<file path="src/rtl/id_checksum_validator.sv">
// Serial ID validator: one symbol per cycle, mod-10 check digit in weighted-ID or Luhn mode.
// Accumulator is kept reduced mod 10; verdict, abort and symbol-error flags are registered.
module id_checksum_validator #(
    parameter int NUM_DIGITS = 10,
    parameter int DIGIT_W    = 6
) (
    input  logic               clk,
    input  logic               rst_n,
    input  logic               in_valid,
    input  logic [DIGIT_W-1:0] in_id,
    input  logic               in_mode,
    output logic               out_valid,
    output logic               out_legal_id,
    output logic               out_err
);

    localparam int   W     = NUM_DIGITS - 1;
    localparam int   CW    = $clog2(NUM_DIGITS);
    localparam logic W_ODD = 1'(W % 2);

    typedef enum logic {IDLE, COLLECT} state_t;

    state_t         state, state_n;
    logic [CW-1:0]  cnt, cnt_n;
    logic [3:0]     acc, acc_n;
    logic           mode, mode_n;
    logic           err, err_n;
    logic           valid_d, legal_d, err_d;

    logic           first;
    logic           eff_mode;
    logic [5:0]     sym_lo;
    logic [5:0]     letter_hi;
    logic [5:0]     letter_lo;
    logic           digit_ok;
    logic           letter_ok;
    logic           sym_bad;
    logic           doubled;
    logic [3:0]     weight;
    logic [7:0]     dbl;
    logic [7:0]     term;
    logic [3:0]     term_mod;
    logic [3:0]     acc_base;
    logic [4:0]     sum5;
    logic [3:0]     acc_next;
    logic           err_total;
    logic           last_sym;
    logic           abort;

    // Per-symbol contribution, reduced mod 10 before it reaches the accumulator
    always_comb begin
        first     = (state == IDLE);
        eff_mode  = first ? in_mode : mode;
        sym_lo    = in_id[5:0];
        letter_hi = sym_lo / 6'd10;
        letter_lo = sym_lo % 6'd10;
        digit_ok  = (in_id <= DIGIT_W'(9));
        letter_ok = (in_id >= DIGIT_W'(10)) && (in_id <= DIGIT_W'(35));
        sym_bad   = (!eff_mode && first) ? !letter_ok : !digit_ok;
        doubled   = cnt[0] ^ W_ODD;
        weight    = (cnt == CW'(W)) ? 4'd1 : 4'(W - int'(cnt));
        dbl       = {3'b000, sym_lo[3:0], 1'b0};
        term      = 8'd0;
        if (!eff_mode) begin
            if (first) begin
                term = 8'(letter_hi) + 8'(letter_lo) * 8'(W);
            end else begin
                term = 8'(sym_lo[3:0]) * 8'(weight);
            end
        end else if (doubled) begin
            term = (dbl > 8'd9) ? (dbl - 8'd9) : dbl;
        end else begin
            term = 8'(sym_lo[3:0]);
        end
        term_mod  = 4'(term % 8'd10);
        acc_base  = first ? 4'd0 : acc;
        sum5      = {1'b0, acc_base} + {1'b0, term_mod};
        acc_next  = (sum5 >= 5'd10) ? 4'(sum5 - 5'd10) : sum5[3:0];
        err_total = (first ? 1'b0 : err) | sym_bad;
        last_sym  = (state == COLLECT) && in_valid && (cnt == CW'(W));
        abort     = (state == COLLECT) && !in_valid;
    end

    always_ff @(posedge clk or negedge rst_n) begin
        if (!rst_n) begin
            state        <= IDLE;
            cnt          <= '0;
            acc          <= 4'd0;
            mode         <= 1'b0;
            err          <= 1'b0;
            out_valid    <= 1'b0;
            out_legal_id <= 1'b0;
            out_err      <= 1'b0;
        end else begin
            state        <= state_n;
            cnt          <= cnt_n;
            acc          <= acc_n;
            mode         <= mode_n;
            err          <= err_n;
            out_valid    <= valid_d;
            out_legal_id <= legal_d;
            out_err      <= err_d;
        end
    end

    always_comb begin
        state_n = state;
        cnt_n   = cnt;
        acc_n   = acc;
        mode_n  = mode;
        err_n   = err;
        unique case (state)
            IDLE: begin
                if (in_valid) begin
                    mode_n  = in_mode;
                    cnt_n   = CW'(1);
                    acc_n   = acc_next;
                    err_n   = sym_bad;
                    state_n = COLLECT;
                end
            end
            COLLECT: begin
                if (!in_valid || last_sym) begin
                    cnt_n   = '0;
                    acc_n   = 4'd0;
                    err_n   = 1'b0;
                    state_n = IDLE;
                end else begin
                    cnt_n   = cnt + CW'(1);
                    acc_n   = acc_next;
                    err_n   = err_total;
                end
            end
            default: state_n = IDLE;
        endcase
    end

    // Legal and error are mutually exclusive by construction
    always_comb begin
        valid_d = last_sym | abort;
        legal_d = last_sym && !err_total && (acc_next == 4'd0);
        err_d   = abort | (last_sym && err_total);
    end

endmodule
</file>
<file path="config.mk">
export PLATFORM = sky130hd
export DESIGN_NAME = id_checksum_validator
export DESIGN_NICKNAME = d
export VERILOG_FILES = /design/src/rtl/id_checksum_validator.sv
export SDC_FILE = /design/constraint.sdc
export NUM_CORES = 1
export LEC_CHECK = 0
export CORE_MARGIN = 2
export CORE_UTILIZATION = 35
export DETAILED_ROUTE_END_ITERATION = 8
export HOLD_SLACK_MARGIN = 0.03
export PLACE_DENSITY_LB_ADDON = 0.1
export SYNTH_ARGS = -nofsm -noshare
export SYNTH_HDL_FRONTEND = slang
export SYNTH_SLANG_ARGS = --single-unit
</file>
<file path="constraint.sdc">
create_clock -name clk -period 9.1 [get_ports clk]
set_clock_uncertainty 0.2 [all_clocks]
set_input_delay 2.275 -clock clk [delete_from_list [all_inputs] [get_ports clk]]
set_output_delay 2.275 -clock clk [all_outputs]
set_load 0.02 [all_outputs]
</file>
==> reports/metrics.yaml, run 1 <==
outcome:
  outcome: "complete, but fails checks"
  violations: "negative setup slack"
synth:
  syn_inst: 351
  yosysSeqAreaShare_pct: 12.7
  synth_edf_count: 0
  async_flop_share_pct: 100
  synth_cell_type_count: 68
  syn_area_per_cell_um2: 7.87
  ys_seq_elements: 14
  synth_area_um2: 2760
  synth_nets: 408
  synth_warnings: 0
  synth_flop_cell: "dfrtp_1"
power:
  p_comb_share_pct: 84.9
  fin_total_pwr_mw: 0.878
  ir_drop_v: 0.000344
  p_int_mw: 0.509
  sw_frac_of_total_pct: 42.0
  switching_power_mw: 0.369
  seqPwrFrac_pct: 9.4
  pwr-share-clk_pct: 5.7
  p_per_area_nw_per_um2: 225
  leakage_nw: 1.79
sta:
  hold_ws_ns: 0.277
  fin_ws_ns: -0.00863
  fmax_mhz: 110
  worstMarginPinSlew_ns: 0.935
  setup_viol: 1
  post-route-min-period_ns: 9.11
  finalHoldViolCount: 0
  drv_slew: 0
  min_period_over_period_pct: 100
  rsz0062_at_grt: "yes"
  slew_headroom_pct: 37.6
layout:
  design_area_um2: 3900
  fillers: 781
  final_cell_mix: "buf_4 (78), ha_1 (34), nand2_1 (30), nor2_1 (24), a21oi_1 (22)"
  finish.net_count: 490
  final_common_cell: "buf_4"
  drive_above_1_share_pct: 34.3
  diodes: 0
  synthToLayoutAreaGrowth_pct: 41.1
clocking:
  numClockSinks: 14
  cts_tree: "built"
  cts_hold_buf: 0
  h-tree-depth: 1
  clk_pin_slew_ns: 0.05
  worstSkewPairLatency_ns: 0.25
  clockBufferDepth: 2
  cts_buffers: 3
  root_buffer: "clkbuf_8"
detailed_routing:
  wl_per_cell_um: 14.4
  drt_first_iter_violations: 88
  avgViaCountPerCell: 5.27
  routed_wl_um: 7690
  final_antenna_net_count: 0
  first_pass_iters: 4
  drc: 0
  vias: 2809
hold_path:
  worstHoldStart: "err$_DFFE_PN0P_"
  hp-class: "reg2reg"
critical_path:
  crit_required_ns: 9.05
  criticalPathCategory: "in2reg"
  cp_top_family: "adder cells"
  regToRegStartpoint: "cnt[1]$_DFFE_PN0P_"
  startpoint_type: "primary input"
  crit_path_frequent_cell: "buf_4"
  cpPeakStageDelay_ns: 0.55
  cp_max_fo: 6
  crit_arrival_ns: 9.06
  critPathLaunch: "in_id[1]"
  worst-path-buf-inv: 5
  cp-end-kind: "register"
  cp_slowest_cell: "fa_1"
floorplan:
  rows: 32
  dieHeight_um: 92.9
  initial_core_util_pct: 36.0
  dieArea_um2: 8620
  io_pins: 13
  chipWidth_um: 92.9
  coreArea_um2: 7690
place:
  dp_hpwl_um: 5890
  place_area_um2: 3560
  port-buffer-count: 12
  place_congestion: 0.814
global_routing:
  grt_pass1_vias: 2723
  overflow: 0
  gr-usage-all-layers_pct: 18.5
  grt_first_pass_wirelength_um: 13000
  antenna_found_initial: 0
  grt_max_degree: 21
job:
  cap_violations: 0
## sequential cells by signal, summed over array words and instances, names as in the netlist
register      flops
err               1
out_valid         1
out_err           1
state             1
out_legal_id      1
cnt               4
mode              1
acc               4
## kinds of logic after synthesis
logic type / after synthesis / synth area share [%]
and+or+nand+nor: 113 / 22.1
DFF: 14 / 12.7
AOI/OAI and AO/OA: 109 / 27.1
muxes: 7 / 2.76
adders and majority gates: 48 / 23.3
buffers and inverters: 40 / 5.66
xor gates and xnor gates: 20 / 6.34
## synth_stat cells, types with 2 or more instances
master    number  area [um^2]
or2_2          4         25.0
a22o_1         3         26.3
a211oi_1       4         30.0
fa_1           6          120
nand4_1        4         25.0
o211ai_1       6         45.0
a32o_1         2         20.0
nand3_1        4         20.0
mux2i_1        5         50.1
and3_1         5         31.3
o31a_1         2         17.5
o21ai_0       20          100
o21a_1         7         52.6
a21boi_0       2         15.0
dfrtp_1       14          350
o21ai_1        2         10.0
inv_1         22         82.6
nand2_1       31          116
o21bai_1       2         15.0
and2_1         9         56.3
xor2_1         8         70.1
nor2_1        25         93.8
buf_2          2         10.0
a21o_1         6         45.0
nand3b_1       2         15.0
clkbuf_1      14         52.6
nor4b_1        2         17.5
nor3_1         4         20.0
a21oi_1       26          130
nand2b_1       8         50.1
a31oi_1        4         25.0
nor2b_1        6         37.5
ha_1          41          513
xnor2_1       12          105
o22ai_1        4         25.0
## layer usage
metal  vias up  track usage, %  part of all wire [%]
li1       1426               -                     -
met5         -               0                     0
met2        27            32.9                    49
met1      1345            24.2                    47
met3        11           0.976                   1.5
met4         0            4.78                   1.6
## final cells by class
cell class	count	area (um^2)	share of cell area, %
inverter	23	91.3	2.34
multi-input combinational	297	2550	65.3
sequential	14	350	8.98
clock buffer	3	41.3	1.06
tap	102	128	3.27
timing repair buffer	94	744	19.1
## worst paths after layout
path                            slack, ns                endpoint  depth (start not counted)
worst max-delay path               -0.009  out_legal_id$_DFF_PN0_                         35
worst min-delay path                 0.28         err$_DFFE_PN0P_                          2
worst max register to register       1.17  out_legal_id$_DFF_PN0_                         35
worst min register to register       0.28         err$_DFFE_PN0P_                          2
max in group asynchronous            6.09      acc[0]$_DFFE_PN0P_                          1
min in group asynchronous            2.21       out_err$_DFF_PN0_                          1
## per-stage QoR
stage / cells / setup TNS (ns) / setup WS (ns) / utilization (%)
2_1_floorplan: 351 / -0.0855 / -0.0855 / -
3_3_place_gp: 518 / -1.98 / -0.656 / 46.3
3_5_place_dp: 518 / -2.19 / -0.771 / 46.3
4_1_cts: 529 / 0 / 0.0243 / 49.0
5_1_grt: 533 / -0.652 / -0.447 / 50.7
6_report: 533 / -0.00863 / -0.00863 / 50.7
## worst register-to-register path: cells and delay by family, from the launching register on
kind | cells | cell delay (ns)
AND/OR/NAND/NOR | 9 | 1.69
flip-flops | 1 | 0.49
AO/OA/AOI/OAI | 10 | 1.56
multiplexers | 1 | 0.11
buffers and inverters | 3 | 0.29
adder cells (fa/ha/maj) | 9 | 2.91
XOR/XNOR | 3 | 0.59
## power by group through the flow
stage / combinational (mW) / sequential, mW / clock, mW
3_5_place_dp: 0.649 / 0.0837 / 0
2_1_floorplan: 0.420 / 0.0776 / 0
6_report: 0.745 / 0.0826 / 0.0499
4_1_cts: 0.685 / 0.0827 / 0.0516
5_1_grt: 0.821 / 0.0842 / 0.0535
3_3_place_gp: 0.645 / 0.0837 / 0
## what timing repair did
| item | in CTS | in global routing |
|---|---|---|
| resized for setup | 38 | 24 |
| setup buffers | 8 | 6 |
| pin swaps | 23 | 29 |
| gates cloned | 0 | 0 |
| endpoints found under the hold margin | 0 | 0 |
| endpoints found under the setup margin | 4 | 4 |
No activity file was read; power rests on OpenSTA's default activity.
==> run 2, diff against run 1 <==
- CORE_UTILIZATION: 35 -> 30
- CTS_CLUSTER_SIZE: default -> 30
==> reports/metrics.yaml, run 2 (synthesis results as in run 1) <==
detailed_routing:
  drc: 0  # unchanged
  first_pass_iters: 5  # +1
  routed_wl_um: 7980  # +3.8%
  wl_per_cell_um: 14.6  # +1.2%
  vias: 2811  # +0.071%
  avgViaCountPerCell: 5.14  # -2.5%
  drt_first_iter_violations: 115  # +31%
  final_antenna_net_count: 0  # unchanged
critical_path:
  crit_required_ns: 9.03  # -0.02 ns
  cp-end-kind: "register"
  critPathLaunch: "in_id[0]"
  criticalPathCategory: "in2reg"
  crit_arrival_ns: 9.06  # about the same
  rr_worst_depth: 37  # +5.7%
  cpPeakStageDelay_ns: 0.44  # -0.11 ns
  cp_max_fo: 4  # -2
  startpoint_type: "primary input"
  regToRegStartpoint: "cnt[1]$_DFFE_PN0P_"
  cp_slowest_cell: "o41ai_2"
outcome:
  outcome: "complete, but fails checks"
  violations: "negative setup slack"
floorplan:
  coreArea_um2: 9110  # +18%
  initial_core_util_pct: 30.3  # -5.6 points
  chipWidth_um: 100  # +7.7%
  rows: 35  # +9.4%
  dieArea_um2: 10000  # +16%
  io_pins: 13  # unchanged
  dieHeight_um: 100  # +7.7%
power:
  leakage_nw: 1.82  # +1.5%
  p_per_area_nw_per_um2: 229  # +1.9%
  ir_drop_v: 0.000353  # +2.8%
  p_int_mw: 0.535  # +5.1%
  seqPwrFrac_pct: 9.0  # -0.4 points
  switching_power_mw: 0.383  # +3.8%
  p_comb_share_pct: 84.3  # -0.6 points
  sw_frac_of_total_pct: 41.7  # -0.31 points
  pwr-share-clk_pct: 6.7  # +1.0 points
  fin_total_pwr_mw: 0.918  # +4.5%
clocking:
  root_buffer: "clkbuf_8"
  numClockSinks: 14  # unchanged
  clockBufferDepth: 2  # unchanged
  cts_tree: "built"
  clk_pin_slew_ns: 0.06  # about the same
  cts_buffers: 3  # unchanged
  h-tree-depth: 1  # unchanged
  worstSkewPairLatency_ns: 0.25  # about the same
layout:
  synthToLayoutAreaGrowth_pct: 44.9
  finish.net_count: 494  # +0.82%
  final_common_cell: "buf_4"
  final_util_pct: 44.0  # -6.8 points
  reg_top3: "acc x4, cnt x4"
  diodes: 0  # unchanged
  final_cell_mix: "buf_4 (81), ha_1 (33), nand2_1 (29), a21oi_1 (23), nor2_1 (22)"
  drive_above_1_share_pct: 36.0  # +1.7 points
place:
  dp_hpwl_um: 6230  # +5.8%
  port-buffer-count: 12  # unchanged
  place_congestion: 0.809  # -0.63%
  pre_cts_ws_ns: -0.780  # -0.00963 ns
sta:
  post-route-min-period_ns: 9.13  # +0.0222 ns
  fin_ws_ns: -0.0309  # -0.0222 ns
  rsz0062_at_grt: "yes"
  drv_slew: 0  # unchanged
  min_period_over_period_pct: 100  # +0.24 points
  finalHoldViolCount: 0  # unchanged
  fmax_mhz: 110  # -0.24%
  timing.setup.tns_ns: -0.0537  # -0.0451 ns
  setup_viol: 2  # +1
  hold_ws_ns: 0.281  # +0.00453 ns
  slew_headroom_pct: 53.7  # +16 points
  worstMarginPinSlew_ns: 0.694  # -0.242 ns
global_routing:
  grt_max_degree: 21  # unchanged
  gr-usage-all-layers_pct: 16.4  # -2.0 points
  grt_first_pass_wirelength_um: 13500  # +3.5%
  grt_pass1_vias: 2798  # +2.8%
  overflow: 0  # unchanged
  antenna_found_initial: 0  # unchanged
hold_path:
  worstHoldStart: "err$_DFFE_PN0P_"
  hp-class: "reg2reg"
  min_path_cells: 2  # unchanged
job:
  cap_violations: 0  # unchanged
run 2: cell types whose count changed in the layout (fill, tap and decap cells not counted), sizes merged:
| cell | before | now |
|---|---|---|
| clkbuf | 5 | 4 |
| buf | 84 | 88 |
| clkdlybuf4s15 | 0 | 2 |
run 2: through the flow:
stage                     instance area, um^2  cells
after floorplan                          2890    351
final                                    4000    547
after global placement                   3590    530
after CTS                                3840    543
after global routing                     4000    547
after detailed placement                 3590    530
run 2: worst max-delay path: cells and delay by family:
kind,cells,cell delay [ns]
compound gates,13,2.31
xor+xnor,4,0.72
fa+ha+maj,9,2.26
buf+inv,5,0.54
mux,2,0.37
simple gates,7,0.58
run 2: worst paths after layout:
check / endpoint / slack (ns)
setup / recovery: acc[2]$_DFFE_PN0P_ / -0.03
hold reg to reg: err$_DFFE_PN0P_ / 0.28
min in group asynchronous: cnt[2]$_DFFE_PN0P_ / 2.23
max in group asynchronous: state$_DFF_PN0_ / 6.06
setup reg to reg: acc[2]$_DFFE_PN0P_ / 1.19
hold / removal: err$_DFFE_PN0P_ / 0.28
run 2: metal layers:
layer  global-route usage [%]  up-vias  share of wire, %
met3                    0.766        6               1.4
met2                     29.8       30                50
met5                        0        -                 0
li1                         -     1440                 -
met1                     22.3     1335                48
met4                     2.00        0              0.68
run 2: layout make-up:
type | count | area [um^2]
multi-input cells | 297 | 2580
well taps | 111 | 139
flip-flops and latches | 14 | 350
fillers | 954 | 5100
clock buffers | 4 | 55.1
repair buffers | 98 | 790
inverters | 23 | 91.3
run 2: repair_timing:
action	CTS	global route
resized for setup	47	24
hold buffers	0	0
setup endpoints to repair	4	4
pin swaps	35	43
cloned	0	0
setup buffers	9	4
run 2: power by group through the flow:
stage / Combinational, mW / Sequential, mW / Clock [mW]
after CTS: 0.700 / 0.0829 / 0.0615
after detailed placement: 0.654 / 0.0839 / 0
after global placement: 0.655 / 0.0840 / 0
after global routing: 0.858 / 0.0848 / 0.0650
final: 0.774 / 0.0829 / 0.0611
after floorplan: 0.420 / 0.0776 / 0
